[src/rtl/gmii_fifo_pkg.sv]
// Shared constants and types for the GMII receive FIFO writer.
// Tags, FSM states, status flag positions and length limit.
package gmii_fifo_pkg;

  localparam logic [1:0] TAG_IDLE = 2'b00;
  localparam logic [1:0] TAG_STAT = 2'b01;
  localparam logic [1:0] TAG_DATA = 2'b10;
  localparam logic [1:0] TAG_TS   = 2'b11;

  localparam logic [7:0] SFD_BYTE = 8'hD5;

  localparam int          ST_ERR   = 15;
  localparam int          ST_TRUNC = 14;
  localparam logic [13:0] LEN_MAX  = 14'd16383;

  typedef enum logic [2:0] {
    S_WAIT_IDLE,
    S_HUNT,
    S_DATA,
    S_DROP,
    S_TRAIL,
    S_GAPW
  } state_t;

endpackage

[src/rtl/gmii_word_packer.sv]
// Packs GMII bytes into BYTES-wide words, first byte in the top lane.
// Exposes the completed word combinationally and the pending partial word.
module gmii_word_packer #(
  parameter int BYTES = 2
) (
  input  logic               i_clk,
  input  logic               i_rst_n,
  input  logic               i_clr,
  input  logic               i_vld,
  input  logic [7:0]         i_byte,
  output logic [8*BYTES-1:0] o_word,
  output logic               o_done,
  output logic [8*BYTES-1:0] o_part,
  output logic [BYTES-1:0]   o_part_mask,
  output logic               o_pend
);

  localparam int IW = $clog2(BYTES);

  logic [IW-1:0]      r_idx;
  logic [8*BYTES-1:0] r_data;
  logic [8*BYTES-1:0] w_next;

  // a byte landing in lane 0 starts a fresh word, so stale lanes read 0
  always_comb begin
    w_next = (r_idx == '0) ? '0 : r_data;
    for (int k = 0; k < BYTES; k++) begin
      if (r_idx == IW'(k)) w_next[8*(BYTES-1-k) +: 8] = i_byte;
    end
  end

  always_comb begin
    o_part_mask = '0;
    for (int k = 0; k < BYTES; k++) begin
      o_part_mask[BYTES-1-k] = (IW'(k) < r_idx);
    end
  end

  assign o_word = w_next;
  assign o_done = i_vld && (r_idx == IW'(BYTES-1));
  assign o_part = r_data;
  assign o_pend = (r_idx != '0);

  always_ff @(posedge i_clk) begin
    if (!i_rst_n || i_clr) begin
      r_idx  <= '0;
      r_data <= '0;
    end else if (i_vld) begin
      r_data <= w_next;
      r_idx  <= o_done ? '0 : r_idx + 1'b1;
    end
  end

endmodule

[src/rtl/gmii2fifo_ts.sv]
// GMII receive to FIFO writer: strips preamble, packs bytes, appends
// flush, status, optional timestamp and idle words per frame.
module gmii2fifo_ts
  import gmii_fifo_pkg::*;
#(
  parameter  int BYTES = 2,
  parameter  int TS_EN = 1,
  parameter  int GAP   = 2,
  parameter  int CNT_W = 8,
  localparam int DW    = 2 + BYTES + 8*BYTES
) (
  input  logic             gmii_rx_clk,
  input  logic             sys_rst_n,
  input  logic [63:0]      global_counter,
  input  logic             gmii_rx_dv,
  input  logic             gmii_rx_er,
  input  logic [7:0]       gmii_rxd,
  output logic [DW-1:0]    din,
  input  logic             full,
  output logic             wr_en,
  output logic             wr_clk,
  output logic [CNT_W-1:0] frame_count,
  output logic [CNT_W-1:0] drop_count
);

  localparam int NTS   = (TS_EN != 0) ? 8 / BYTES : 0;
  localparam int TLAST = 1 + NTS;

  state_t             r_st;
  state_t             w_nx;
  logic               r_wr;
  logic [DW-1:0]      r_din;
  logic [CNT_W-1:0]   r_fc;
  logic [CNT_W-1:0]   r_dc;
  logic [63:0]        r_ts;
  logic [13:0]        r_len;
  logic               r_err;
  logic               r_trunc;
  logic               r_dcnt;
  logic [3:0]         r_tidx;
  logic [2:0]         r_gcnt;

  logic               w_sfd;
  logic               w_pk_vld;
  logic [8*BYTES-1:0] w_pk_word;
  logic               w_done;
  logic [8*BYTES-1:0] w_part;
  logic [BYTES-1:0]   w_pmask;
  logic               w_pend;

  logic               w_due;
  logic               w_dword;
  logic               w_lost;
  logic               w_tgo;
  logic [3:0]         w_tsel;
  logic               w_gap_go;
  logic               w_drop_evt;
  logic [1:0]         w_tag;
  logic [BYTES-1:0]   w_mask;
  logic [8*BYTES-1:0] w_data;
  logic [15:0]        w_stat;

  assign wr_clk      = gmii_rx_clk;
  assign wr_en       = r_wr;
  assign din         = r_din;
  assign frame_count = r_fc;
  assign drop_count  = r_dc;

  assign w_pk_vld = (r_st == S_DATA) && gmii_rx_dv;

  gmii_word_packer #(.BYTES(BYTES)) u_pack (
    .i_clk       (gmii_rx_clk),
    .i_rst_n     (sys_rst_n),
    .i_clr       (w_sfd),
    .i_vld       (w_pk_vld),
    .i_byte      (gmii_rxd),
    .o_word      (w_pk_word),
    .o_done      (w_done),
    .o_part      (w_part),
    .o_part_mask (w_pmask),
    .o_pend      (w_pend)
  );

  always_comb begin
    w_nx     = r_st;
    w_sfd    = 1'b0;
    w_dword  = 1'b0;
    w_lost   = 1'b0;
    w_tgo    = 1'b0;
    w_tsel   = r_tidx;
    w_gap_go = 1'b0;
    unique case (r_st)
      S_WAIT_IDLE: if (!gmii_rx_dv) w_nx = S_HUNT;
      S_HUNT: begin
        if (gmii_rx_dv && gmii_rxd == SFD_BYTE) begin
          w_nx  = S_DATA;
          w_sfd = 1'b1;
        end
      end
      S_DATA: begin
        if (gmii_rx_dv) begin
          w_dword = w_done;
          if (w_done && full) begin
            w_lost = 1'b1;
            w_nx   = S_DROP;
          end
        end else begin
          w_tgo  = 1'b1;
          w_tsel = w_pend ? 4'd0 : 4'd1;
        end
      end
      S_DROP: begin
        if (!gmii_rx_dv) begin
          w_tgo  = 1'b1;
          w_tsel = 4'd1;
        end
      end
      S_TRAIL: w_tgo = 1'b1;
      S_GAPW:  w_gap_go = 1'b1;
      default: w_nx = S_WAIT_IDLE;
    endcase
    // a frame still active when the trailer ends cannot be aligned
    if (w_tgo) begin
      if (w_tsel == 4'(TLAST)) begin
        if (GAP != 0)        w_nx = S_GAPW;
        else if (gmii_rx_dv) w_nx = S_WAIT_IDLE;
        else                 w_nx = S_HUNT;
      end else begin
        w_nx = S_TRAIL;
      end
    end
    if (w_gap_go && r_gcnt == 3'(GAP-1)) begin
      w_nx = gmii_rx_dv ? S_WAIT_IDLE : S_HUNT;
    end
  end

  assign w_due = w_dword || w_tgo || w_gap_go;

  assign w_drop_evt = w_tgo && !r_dcnt &&
                      (full || (w_tsel == 4'd1 && r_trunc));

  always_comb begin
    w_stat           = {2'b00, r_len};
    w_stat[ST_ERR]   = r_err;
    w_stat[ST_TRUNC] = r_trunc;
  end

  always_comb begin
    w_tag  = TAG_IDLE;
    w_mask = '0;
    w_data = '0;
    if (w_tgo) begin
      w_mask = '1;
      if (w_tsel == 4'd0) begin
        w_tag  = TAG_DATA;
        w_mask = w_pmask;
        w_data = w_part;
      end else if (w_tsel == 4'd1) begin
        w_tag                    = TAG_STAT;
        w_data[8*BYTES-1 -: 16] = w_stat;
      end else begin
        w_tag = TAG_TS;
        for (int j = 0; j < NTS; j++) begin
          if (w_tsel == 4'(j+2)) begin
            for (int k = 0; k < BYTES; k++) begin
              w_data[8*(BYTES-1-k) +: 8] = r_ts[8*(j*BYTES+k) +: 8];
            end
          end
        end
      end
    end else if (w_dword) begin
      w_tag  = TAG_DATA;
      w_mask = '1;
      w_data = w_pk_word;
    end
  end

  always_ff @(posedge gmii_rx_clk) begin
    if (!sys_rst_n) begin
      r_st    <= S_WAIT_IDLE;
      r_wr    <= 1'b0;
      r_din   <= '0;
      r_fc    <= '0;
      r_dc    <= '0;
      r_ts    <= '0;
      r_len   <= '0;
      r_err   <= 1'b0;
      r_trunc <= 1'b0;
      r_dcnt  <= 1'b0;
      r_tidx  <= '0;
      r_gcnt  <= '0;
    end else begin
      r_st <= w_nx;
      r_wr <= w_due && !full;
      if (w_due && !full) r_din <= {w_tag, w_mask, w_data};
      if (w_sfd) begin
        r_ts    <= global_counter;
        r_len   <= '0;
        r_err   <= 1'b0;
        r_trunc <= 1'b0;
        r_dcnt  <= 1'b0;
        r_fc    <= r_fc + 1'b1;
      end
      if (w_pk_vld) begin
        if (r_len != LEN_MAX) r_len <= r_len + 14'd1;
        if (gmii_rx_er)       r_err <= 1'b1;
      end
      if (w_lost) r_trunc <= 1'b1;
      if (w_drop_evt) begin
        r_dc   <= r_dc + 1'b1;
        r_dcnt <= 1'b1;
      end
      if (w_tgo) r_tidx <= w_tsel + 4'd1;
      r_gcnt <= w_gap_go ? r_gcnt + 3'd1 : 3'd0;
    end
  end

endmodule
[config.mk]
export PLATFORM = sky130hd
export DESIGN_NAME = gmii2fifo_ts
export DESIGN_NICKNAME = d
export VERILOG_FILES = /design/src/rtl/gmii_fifo_pkg.sv /design/src/rtl/gmii_word_packer.sv /design/src/rtl/gmii2fifo_ts.sv
export SDC_FILE = /design/constraint.sdc
export NUM_CORES = 1
export LEC_CHECK = 0
export CORE_MARGIN = 1
export CORE_UTILIZATION = 49
export CTS_BUF_LIST = sky130_fd_sc_hd__clkbuf_4 sky130_fd_sc_hd__clkbuf_8 sky130_fd_sc_hd__clkbuf_16
export CTS_CLUSTER_DIAMETER = 50
export CTS_CLUSTER_SIZE = 24
export DETAILED_ROUTE_END_ITERATION = 16
export GPL_TIMING_DRIVEN = 0
export HOLD_SLACK_MARGIN = 0.12
export PLACE_DENSITY = 0.8
export SETUP_SLACK_MARGIN = 0.5
export SLEW_MARGIN = 25
export SYNTH_ARGS = -nofsm -noshare
export SYNTH_HDL_FRONTEND = slang
export SYNTH_SLANG_ARGS = --single-unit
[constraint.sdc]
create_clock -name gmii_rx_clk -period 2.6 [get_ports gmii_rx_clk]
set_input_delay 0.26 -clock gmii_rx_clk [delete_from_list [all_inputs] [get_ports gmii_rx_clk]]
set_output_delay 0.26 -clock gmii_rx_clk [all_outputs]
set_load 0.05 [all_outputs]
==> summary.md, run 1 <==
| Metric | Value |
|---|---|
| VDD IR max | `0.0006208 V` |
| Crit path max fanout | `8` |
| Hold path endpoint | `drop_count[5]` |
| Number of max-cap violations | `0` |
| CP Launch Type | `flop` |
| Worst Path Buf+Inv | `3` |
| Register area | `2907 sq um` |
| Static leakage | `3.561 nW` |
| DR DRC count | `0` |
| Die Wd | `121.8 microns` |
| Clock slew at reported path FFs | `0.06 ns` |
| Internal power | `4.979 mW` |
| Clock power share | `0.400` |
| Syn Area/Cell | `7.959 sq um` |
| CP max stage delay | `0.42 ns` |
| Crit path cell chain | `or3b_4 > buf_8 > o21ai_4 > inv_2 > ha_4 > clkbuf_16 > a21boi_4 > a221o_1 > a221oi_2 > a211oi_2` |
| Fin. Hold Viols | `0` |
| Top Family by Delay on Critical Path | `compound AO/OA/AOI/OAI gates` |
| Die Y | `121.8 microns` |
| Tmin final | `2.582 ns` |
| Hpwl dp | `16680 microns` |
| Asr flop ratio synth | `0` |
| Worst Setup SP | `r_st[1]` |
| #FFs+latches synth | `145` |
| Switch Pwr | `2.268 mW` |
| Register area share after synthesis | `0.4130` |
| Unique cell type count in the Yosys netlist | `74` |
| Flop pwr share | `0.329` |
| Area occupied by multi-input gates | `4113 sq um` |
| Net Sw Frac | `0.3129` |
| Routed wire length | `25840 microns` |
| Cells after Synth | `883` |
| Via count | `7732` |
| Post-synth EDFFs | `0` |
| Arrival @ worst endpoint | `3.00 ns` |
| Syn. warnings | `0` |
| Pwr/cell area | `725.0 nW/um^2` |
| Critical Path RT | `3.02 ns` |
| GRT Overall Usage | `0.3432` |
| Die Area | `14830 sq um` |
| Most frequent cells in the layout | `nand2_1, dfxtp_1, clkdlybuf4s50_1` |
| Area delta synth->final | `42.23%` |
| Mapped cell area | `7028 sq um` |
| First-pass GRT wire length | `38090 microns` |
| Clock Skews | `0.009601 ns` |
| Met1 GRT Util | `0.4376` |
| 1st-iter DRT viols | `956` |
| Critical R2R Launch | `r_st[1]` |
| Fraction of layout cells with a size suffix above 1 | `0.1957` |
| Combinational share of power | `0.271` |
| Hold path cells | `3` |
| # rows | `43` |
| Cts-stage hold buffer count | `0` |
| Final core utilization | `0.7173` |
| Worst skew pair latency | `0.55 ns` |
| Initial Util | `0.5044` |
| Routability cong. | `0.9620` |
| WL/cell | `20.79 microns` |
| CP Capture Type | `flop` |
| Final ANT Viol Nets | `0` |
| Status | `complete, no violations` |
| Commonest non-fill, non-tap cell in the layout | `nand2_1` |
| Top FF cell, synth | `dfxtp_1` |
| Vias per cell | `6.220` |
| Critical-path top delay cell | `or3b_4` |
| Busiest grt layer | `met2` |
| Port Buf Inserts | `113` |
| Hold Crit Class | `in2reg` |
| Worst Hold Launch | `sys_rst_n` |
| Syn nets | `969` |
| TritonRoute pass-1 iters | `8` |
| Vias in the first global route | `7151` |
| Met2 usage | `0.5318` |
| Setup_tns | `0 ns` |
| Crit Path Class | `reg2reg` |
| RSZ-0062 raised after global routing | `true` |
| Initial antenna violation count | `0` |
| Relative slew slack | `0.4365` |
| Cells on worst reg2reg path | `10` |
| Antenna cells | `0` |
| Period utilisation layout | `0.9930` |
| R2r setup slk | `0.02 ns` |
| Max Slew Vio Count | `0` |
| Worst-Margin Slew | `0.8453 ns` |
| Setup violations, final | `0` |
| Core ar. | `13930 sq um` |
| Reg2reg end | `din[2]` |
| FILL cells | `1051` |
| Placed Area | `8534 sq um` |
| GRT overflow | `0` |
| Final Instance Area | `9996 sq um` |
| Final nets | `1137` |
| Fmax | `387.3 MHz` |
| M3 GR Usage | `0.09082` |
| CTS tree | `built` |
| Ports | `115` |
| Largest net degree at the start of global routing | `17` |
[power groups by stage]
stage | clock network [mW] | registers (mW) | logic, mW
floorplan | 0.0829 | 2.53 | 0.858
global placement | 0.110 | 2.42 | 1.46
detailed placement | 0.110 | 2.42 | 1.47
CTS | 2.89 | 2.38 | 1.69
global route | 2.99 | 2.39 | 2.04
finish | 2.90 | 2.39 | 1.97
[timing repair]
action,in CTS,in global routing
pin swaps,39,28
cloned,2,4
resized for setup,82,77
setup buffers,13,14
endpoints found under the setup margin,128,124
[per-layer routing]
metal | vias to the layer above | share of wire
li1 | 3470 | -
met1 | 3660 | 0.40
met2 | 506 | 0.46
met3 | 96 | 0.099
met4 | 0 | 0.045
met5 | - | 0
[worst max-delay path by stage]
stage | depth (start not counted) | endpoint | slack, ns
after detailed placement | 10 | din[14] | -0.58
after floorplan | 10 | din[7] | 0.33
after CTS | 10 | din[2] | 0.07
after global placement | 10 | din[14] | -0.61
after global routing | 10 | din[7] | 0.01
final | 10 | din[2] | 0.02
[through the flow]
| stage | total power [mW] | instances | worst slack (ns) | hold WS [ns] |
|---|---|---|---|---|
| after floorplan | 3.468 | 883 | 0.3333 | 0.3960 |
| after global placement | 3.994 | 1176 | -0.6104 | 0.4376 |
| after detailed placement | 3.998 | 1176 | -0.5782 | 0.4472 |
| after CTS | 6.963 | 1225 | 0.06928 | 0.1926 |
| after global routing | 7.425 | 1243 | 0.01374 | 0.2526 |
| final | 7.247 | 1243 | 0.01830 | 0.2314 |
[cell usage after synthesis, drive strengths merged (8+ instances only)]
cell type | count | area [sq um]
dfxtp | 145 | 2903
a22oi | 14 | 105.1
nand2 | 202 | 760.7
a21oi | 95 | 479.2
a211oi | 28 | 222.7
nand3 | 17 | 85.08
inv | 19 | 71.32
a22o | 8 | 70.07
a221oi | 11 | 146.4
and3 | 11 | 68.82
nor2 | 47 | 176.4
buf | 31 | 198.9
ha | 9 | 112.6
nand4 | 16 | 100.1
xnor2 | 13 | 113.9
o21ai | 70 | 354.1
xor2 | 8 | 70.07
clkbuf | 38 | 142.6
[worst reg2reg max path, cell delays in order (launching register included)]
cell and delay [ns]:
dfxtp_2 0.35, or3b_4 0.42, buf_8 0.15, o21ai_4 0.21, inv_2 0.11, ha_4 0.19, clkbuf_16 0.16, a21boi_4 0.19
a221o_1 0.37, a221oi_2 0.22, a211oi_2 0.11
[state kept, by name (all words and copies together), names as in the netlist]
signal and flops:
r_ts 64, u_pack.o_part 16, wr_en 1, din 20, r_err 1, r_st 3, r_tidx 4, frame_count 8
drop_count 8, u_pack.o_pend 1, r_gcnt 3, r_len 14, r_trunc 1, r_dcnt 1
[final cells by class]
| class | instances | share of cell area |
|---|---|---|
| Clock buffer | 26 | 0.05683 |
| Multi-Input combinational cell | 650 | 0.4114 |
| Sequential cell | 145 | 0.2908 |
| Clock inverter | 9 | 0.01314 |
| Buffer | 69 | 0.05445 |
| Timing Repair Buffer | 145 | 0.1432 |
| Inverter | 19 | 0.007635 |
| Tap cell | 180 | 0.02253 |
[cells by family after synthesis]
| family | count (synthesis) | synth area share |
|---|---|---|
| adders and majority gates | 9 | 0.01602 |
| buffers and inverters | 88 | 0.05875 |
| and+or+nand+nor | 339 | 0.2208 |
| AOI/OAI and AO/OA | 278 | 0.2610 |
| muxes | 3 | 0.004273 |
| DFF | 145 | 0.4130 |
| xor gates and xnor gates | 21 | 0.02617 |
Power figures use the tool's default switching activity.
==> inputs of run 2 (changes only) <==
- SKIP_CTS_REPAIR_TIMING: unset -> 1
==> run 2 against run 1 <==
Total power is 1.5% lower. Highest routed layer unchanged. The run now ends with negative setup slack left. Critical endpoint is now din[13]. Via count fell by 0.84%. Sequential share of layout area up 0.33 points.
==> summary.md, run 2 (synthesis gave the netlist of run 1 again) <==
| Metric | Value |
|---|---|
| Port Buf Inserts | `113` |
| Static leakage | `3.563 nW` |
| Failing checks | `negative setup slack` |
| WL/cell | `20.74 microns` |
| Routed wire length | `25680 microns` |
| Period utilisation layout | `1.022` |
| Largest net degree at the start of global routing | `17` |
| Internal power | `4.919 mW` |
| Setup_tns | `-0.07715 ns` |
| Relative slew slack | `0.4307` |
| Final core utilization | `0.7089` |
| Final ANT Viol Nets | `0` |
| 1st-iter DRT viols | `933` |
| Worst Slack Setup Final | `-0.05675 ns` |
| Total chip power | `7.138 mW` |
| Initial antenna violation count | `0` |
| Tmin final | `2.657 ns` |
| CP Capture Type | `flop` |
| R2r setup slk | `-0.06 ns` |
| Die Y | `121.8 microns` |
| Die Wd | `121.8 microns` |
| Flop pwr share | `0.334` |
| Status | `complete, but fails checks` |
| Cells on worst reg2reg path | `10` |
| GRT Overall Usage | `0.3253` |
| Via count | `7667` |
| Max Slew Vio Count | `0` |
| Fraction of layout cells with a size suffix above 1 | `0.1796` |
| CP Launch Type | `flop` |
| Worst-Margin Slew | `0.8540 ns` |
| Crit Path Class | `reg2reg` |
| Commonest non-fill, non-tap cell in the layout | `nand2_1` |
| RSZ-0062 raised after global routing | `true` |
| VDD IR max | `0.0006436 V` |
| Combinational share of power | `0.260` |
| Core ar. | `13930 sq um` |
| Max FFs per register | `64` |
| Hpwl dp | `16680 microns` |
| # rows | `43` |
| Arrival @ worst endpoint | `3.13 ns` |
| Fmax | `376.4 MHz` |
| Setup violations, final | `3` |
| Clock Skews | `0.01222 ns` |
| Routability cong. | `0.9620` |
| Critical Path RT | `3.08 ns` |
| Critical R2R Launch | `r_st[1]` |
| Vias in the first global route | `6781` |
| Worst Setup SP | `r_st[1]` |
| Pwr/cell area | `722.6 nW/um^2` |
| Clock power share | `0.406` |
| DR DRC count | `0` |
| Initial Util | `0.5044` |
| Number of max-cap violations | `0` |
| Worst skew pair latency | `0.56 ns` |
| Crit path max fanout | `8` |
| Switch Pwr | `2.220 mW` |
| Final nets | `1132` |
| GRT overflow | `0` |
| TritonRoute pass-1 iters | `12` |
| Area delta synth->final | `40.56%` |
| Fin. Hold Viols | `0` |
| Hold Crit Class | `in2reg` |
| Ports | `115` |
| First-pass GRT wire length | `36050 microns` |
| Die Area | `14830 sq um` |
| CP Capture Point | `din[13]` |
| Biggest register | `r_ts` |
| Net Sw Frac | `0.3110` |
| CTS tree | `built` |
| Vias per cell | `6.193` |
| Antenna cells | `0` |
| Reg2reg end | `din[13]` |
| Clock slew at reported path FFs | `0.06 ns` |
| Place WS | `-0.5782 ns` |
| Most frequent cells in the layout | `nand2_1, dfxtp_1, clkdlybuf4s50_1` |
-- run 2: cell types whose count changed in the layout (fill, tap and decap cells not counted), moves of 2 or more --
cell / delta
buf_6: -8
nand2_1: +2
o21ai_0: +3
nand2_2: -2
o21ai_1: +3
buf_2: -4
clkbuf_2: +2
dlygate4sd2_1: -2
dlymetal6s2s_1: +3
o21ai_2: -5
buf_4: +4
-- run 2: layout make-up --
cell class,count,area (sq um)
tap,180,225.2
inverter,19,76.32
clock buffer,26,568.0
sequential,145,2905
fill,1063,4056
timing repair buffer,140,1445
multi-input combinational,650,4044
clock inverter,9,131.4
buffer,69,483.0
-- run 2: how the worst min path moves through the flow --
stage	to	depth (start not counted)	slack [ns]	startpoint
3_5_place_dp	r_ts[5]	2	0.45	r_ts[5]
6_report	drop_count[5]	3	0.22	sys_rst_n
4_1_cts	drop_count[5]	3	0.19	sys_rst_n
2_1_floorplan	r_ts[48]	2	0.40	global_counter[48]
5_1_grt	din[2]	3	0.25	sys_rst_n
3_3_place_gp	r_gcnt[0]	1	0.44	r_gcnt[0]
-- run 2: worst max-delay path, stage by stage, from the launching register on --
cell      delay, ns
dfxtp_2        0.34
or3b_4         0.44
buf_12         0.16
o21ai_4        0.24
inv_2          0.11
ha_4           0.20
buf_8          0.14
a21boi_4       0.18
nor3_4         0.36
a32oi_2        0.21
a31oi_1        0.21
-- run 2: per-stage QoR --
step | hold WS (ns) | cell area [sq um] | cells
after CTS | 0.1926 | 9223 | 1210
after detailed placement | 0.4472 | 8534 | 1176
after global routing | 0.2482 | 9878 | 1238
after global placement | 0.4376 | 8534 | 1176
after floorplan | 0.3960 | 7178 | 883
final | 0.2181 | 9878 | 1238
-- run 2: power by group through the flow --
stage | Combinational [mW] | Clock [mW] | Sequential [mW]
after floorplan | 0.858 | 0.0829 | 2.53
after global placement | 1.46 | 0.110 | 2.42
after detailed placement | 1.47 | 0.110 | 2.42
after CTS | 1.48 | 2.88 | 2.38
after global routing | 1.93 | 3.00 | 2.39
final | 1.86 | 2.90 | 2.38
-- run 2: layer usage --
layer	vias to the layer above	part of all wire	global-route usage
li1	3456	-	-
met1	3610	0.39	0.4195
met2	495	0.46	0.5099
met3	106	0.11	0.09082
met4	0	0.041	0.1327
met5	-	0	0
==> inputs of run 3 (changes only) <==
- CORE_ASPECT_RATIO: unset -> 1.1
==> run 3 against run 2 <==
The run still ends with negative setup slack left. Total power grew 3.3%. Cell count grew 1.8%. Non-clock buffer count grew 15. Sequential power is essentially flat. Register-to-register slack gained 0.02 ns. First-iteration DRC count shrank 14%. Via count is essentially flat. Clock-buffer cell count shrank 2. Flip-flop and latch count is the same. Critical path depth grew 2. Combinational power grew 10%. Largest cell class unchanged. Highest routed layer unchanged.
==> summary.md, run 3 (synthesis gave the netlist of run 1 again) <==
| Metric | Value |
|---|---|
| Hold Crit Class | `in2reg` |
| Hpwl dp | `16760 microns` |
| Number of max-cap violations | `0` |
| Initial antenna violation count | `0` |
| Setup_tns | `-0.1387 ns` |
| Worst skew pair latency | `0.55 ns` |
| Biggest register | `r_ts` |
| 1st-iter DRT viols | `804` |
| Period utilisation layout | `1.013` |
| Antenna cells | `0` |
| Ports | `115` |
| Pwr/cell area | `712.5 nW/um^2` |
| Arrival @ worst endpoint | `3.03 ns` |
| Commonest non-fill, non-tap cell in the layout | `nand2_1` |
| Crit path max fanout | `6` |
| Static leakage | `3.715 nW` |
| Via count | `7661` |
| Worst Slack Setup Final | `-0.03277 ns` |
| CP Launch Type | `flop` |
| Final nets | `1147` |
| Core ar. | `13910 sq um` |
| Fmax | `379.8 MHz` |
| Clock Skews | `0.009118 ns` |
| Place WS | `-0.7317 ns` |
| Vias per cell | `6.080` |
| FILL cells | `999` |
| Crit Path Class | `reg2reg` |
| Critical Path RT | `3.00 ns` |
| Placed Area | `8544 sq um` |
| Routability cong. | `0.9870` |
| First-pass GRT wire length | `34490 microns` |
| RSZ-0062 raised after global routing | `true` |
| Failing checks | `negative setup slack` |
| # rows | `45` |
| Port Buf Inserts | `113` |
| Max Slew Vio Count | `0` |
| Setup violations, final | `8` |
| CP Capture Type | `flop` |
| Die Wd | `116.2 microns` |
| Tmin final | `2.633 ns` |
| Vias in the first global route | `6615` |
| VDD IR max | `0.0006829 V` |
| GRT Overall Usage | `0.3128` |
| Final Instance Area | `10350 sq um` |
| TritonRoute pass-1 iters | `6` |
| Initial Util | `0.5054` |
| Final std cells w/o fill | `1260` |
| GRT overflow | `0` |
| Fin. Hold Viols | `0` |
| Die Area | `14830 sq um` |
| Clock slew at reported path FFs | `0.06 ns` |
| Routed wire length | `25370 microns` |
| DR DRC count | `0` |
| Final hold slack | `0.1840 ns` |
| Status | `complete, but fails checks` |
| Cells after DPL | `1184` |
| CTS tree | `built` |
| WL/cell | `20.14 microns` |
| Max FFs per register | `64` |
| Most frequent cells in the layout | `nand2_1, dfxtp_1, clkdlybuf4s50_1` |
| Area delta synth->final | `47.23%` |
| Relative slew slack | `0.5053` |
| Fraction of layout cells with a size suffix above 1 | `0.2257` |
| Largest net degree at the start of global routing | `17` |
| Final ANT Viol Nets | `0` |
| Worst-Margin Slew | `0.7420 ns` |
| Die Y | `127.6 microns` |
-- run 3: cell types whose count changed in the layout (fill, tap and decap cells not counted), moves of 5 or more --
cell     before  now
buf_6         9   17
nand2_4       0    6
a21oi_2       5   16
nand2_2       3    8
a21oi_1      89   77
o21ai_1      17    7
o21ai_0      46   53
nand2_1     199  188
-- run 3: cell type report --
| type | count | area, sq um | area share |
|---|---|---|---|
| buffer | 69 | 555.5 | 0.05369 |
| sequential | 145 | 2908 | 0.2810 |
| inverter | 19 | 86.33 | 0.008343 |
| clock inverter | 10 | 160.2 | 0.01548 |
| clock buffer | 24 | 546.8 | 0.05284 |
| tap | 188 | 235.2 | 0.02273 |
| timing repair buffer | 155 | 1617 | 0.1562 |
| multi-input combinational | 650 | 4239 | 0.4097 |
-- run 3: worst max-delay path: stages, from the launching register on --
cell       delay [ns]
dfxtp_4          0.35
or3b_4           0.44
buf_12           0.15
o21ai_4          0.20
inv_2            0.09
ha_4             0.17
buf_8            0.13
buf_8            0.13
nand2_4          0.06
o21ai_2          0.06
o2bb2ai_1        0.13
a222oi_1         0.46
o22ai_1          0.12
-- run 3: through the flow --
| step | total power, mW | utilization |
|---|---|---|
| finish | 7.373 | 0.7440 |
| floorplan | 3.468 | - |
| CTS | 6.786 | 0.6644 |
| detailed placement | 3.989 | 0.6144 |
| global placement | 3.982 | 0.6144 |
| global route | 7.569 | 0.7440 |
-- run 3: final timing paths --
path,from,endpoint,slack [ns],depth (start not counted)
hold / removal,sys_rst_n,drop_count[5],0.18,3
setup reg to reg,r_st[2],din[14],-0.03,12
hold reg to reg,r_gcnt[0],r_gcnt[0],0.45,1
setup / recovery,r_st[2],din[14],-0.03,12
-- run 3: report_power, final --
part / switching, mW / leakage, nW / internal, mW
clock: 1.05 / 0.353 / 1.90
sequential: 0.0692 / 1.17 / 2.30
combinational: 1.16 / 2.19 / 0.887
total: 2.29 / 3.71 / 5.09
-- run 3: metal layers --
metal,vias to the layer above,GRT usage,share of wire
met5,-,0,0
met4,0,0.1606,0.044
met3,101,0.09440,0.11
met2,527,0.4849,0.47
met1,3545,0.3900,0.38
li1,3488,-,-
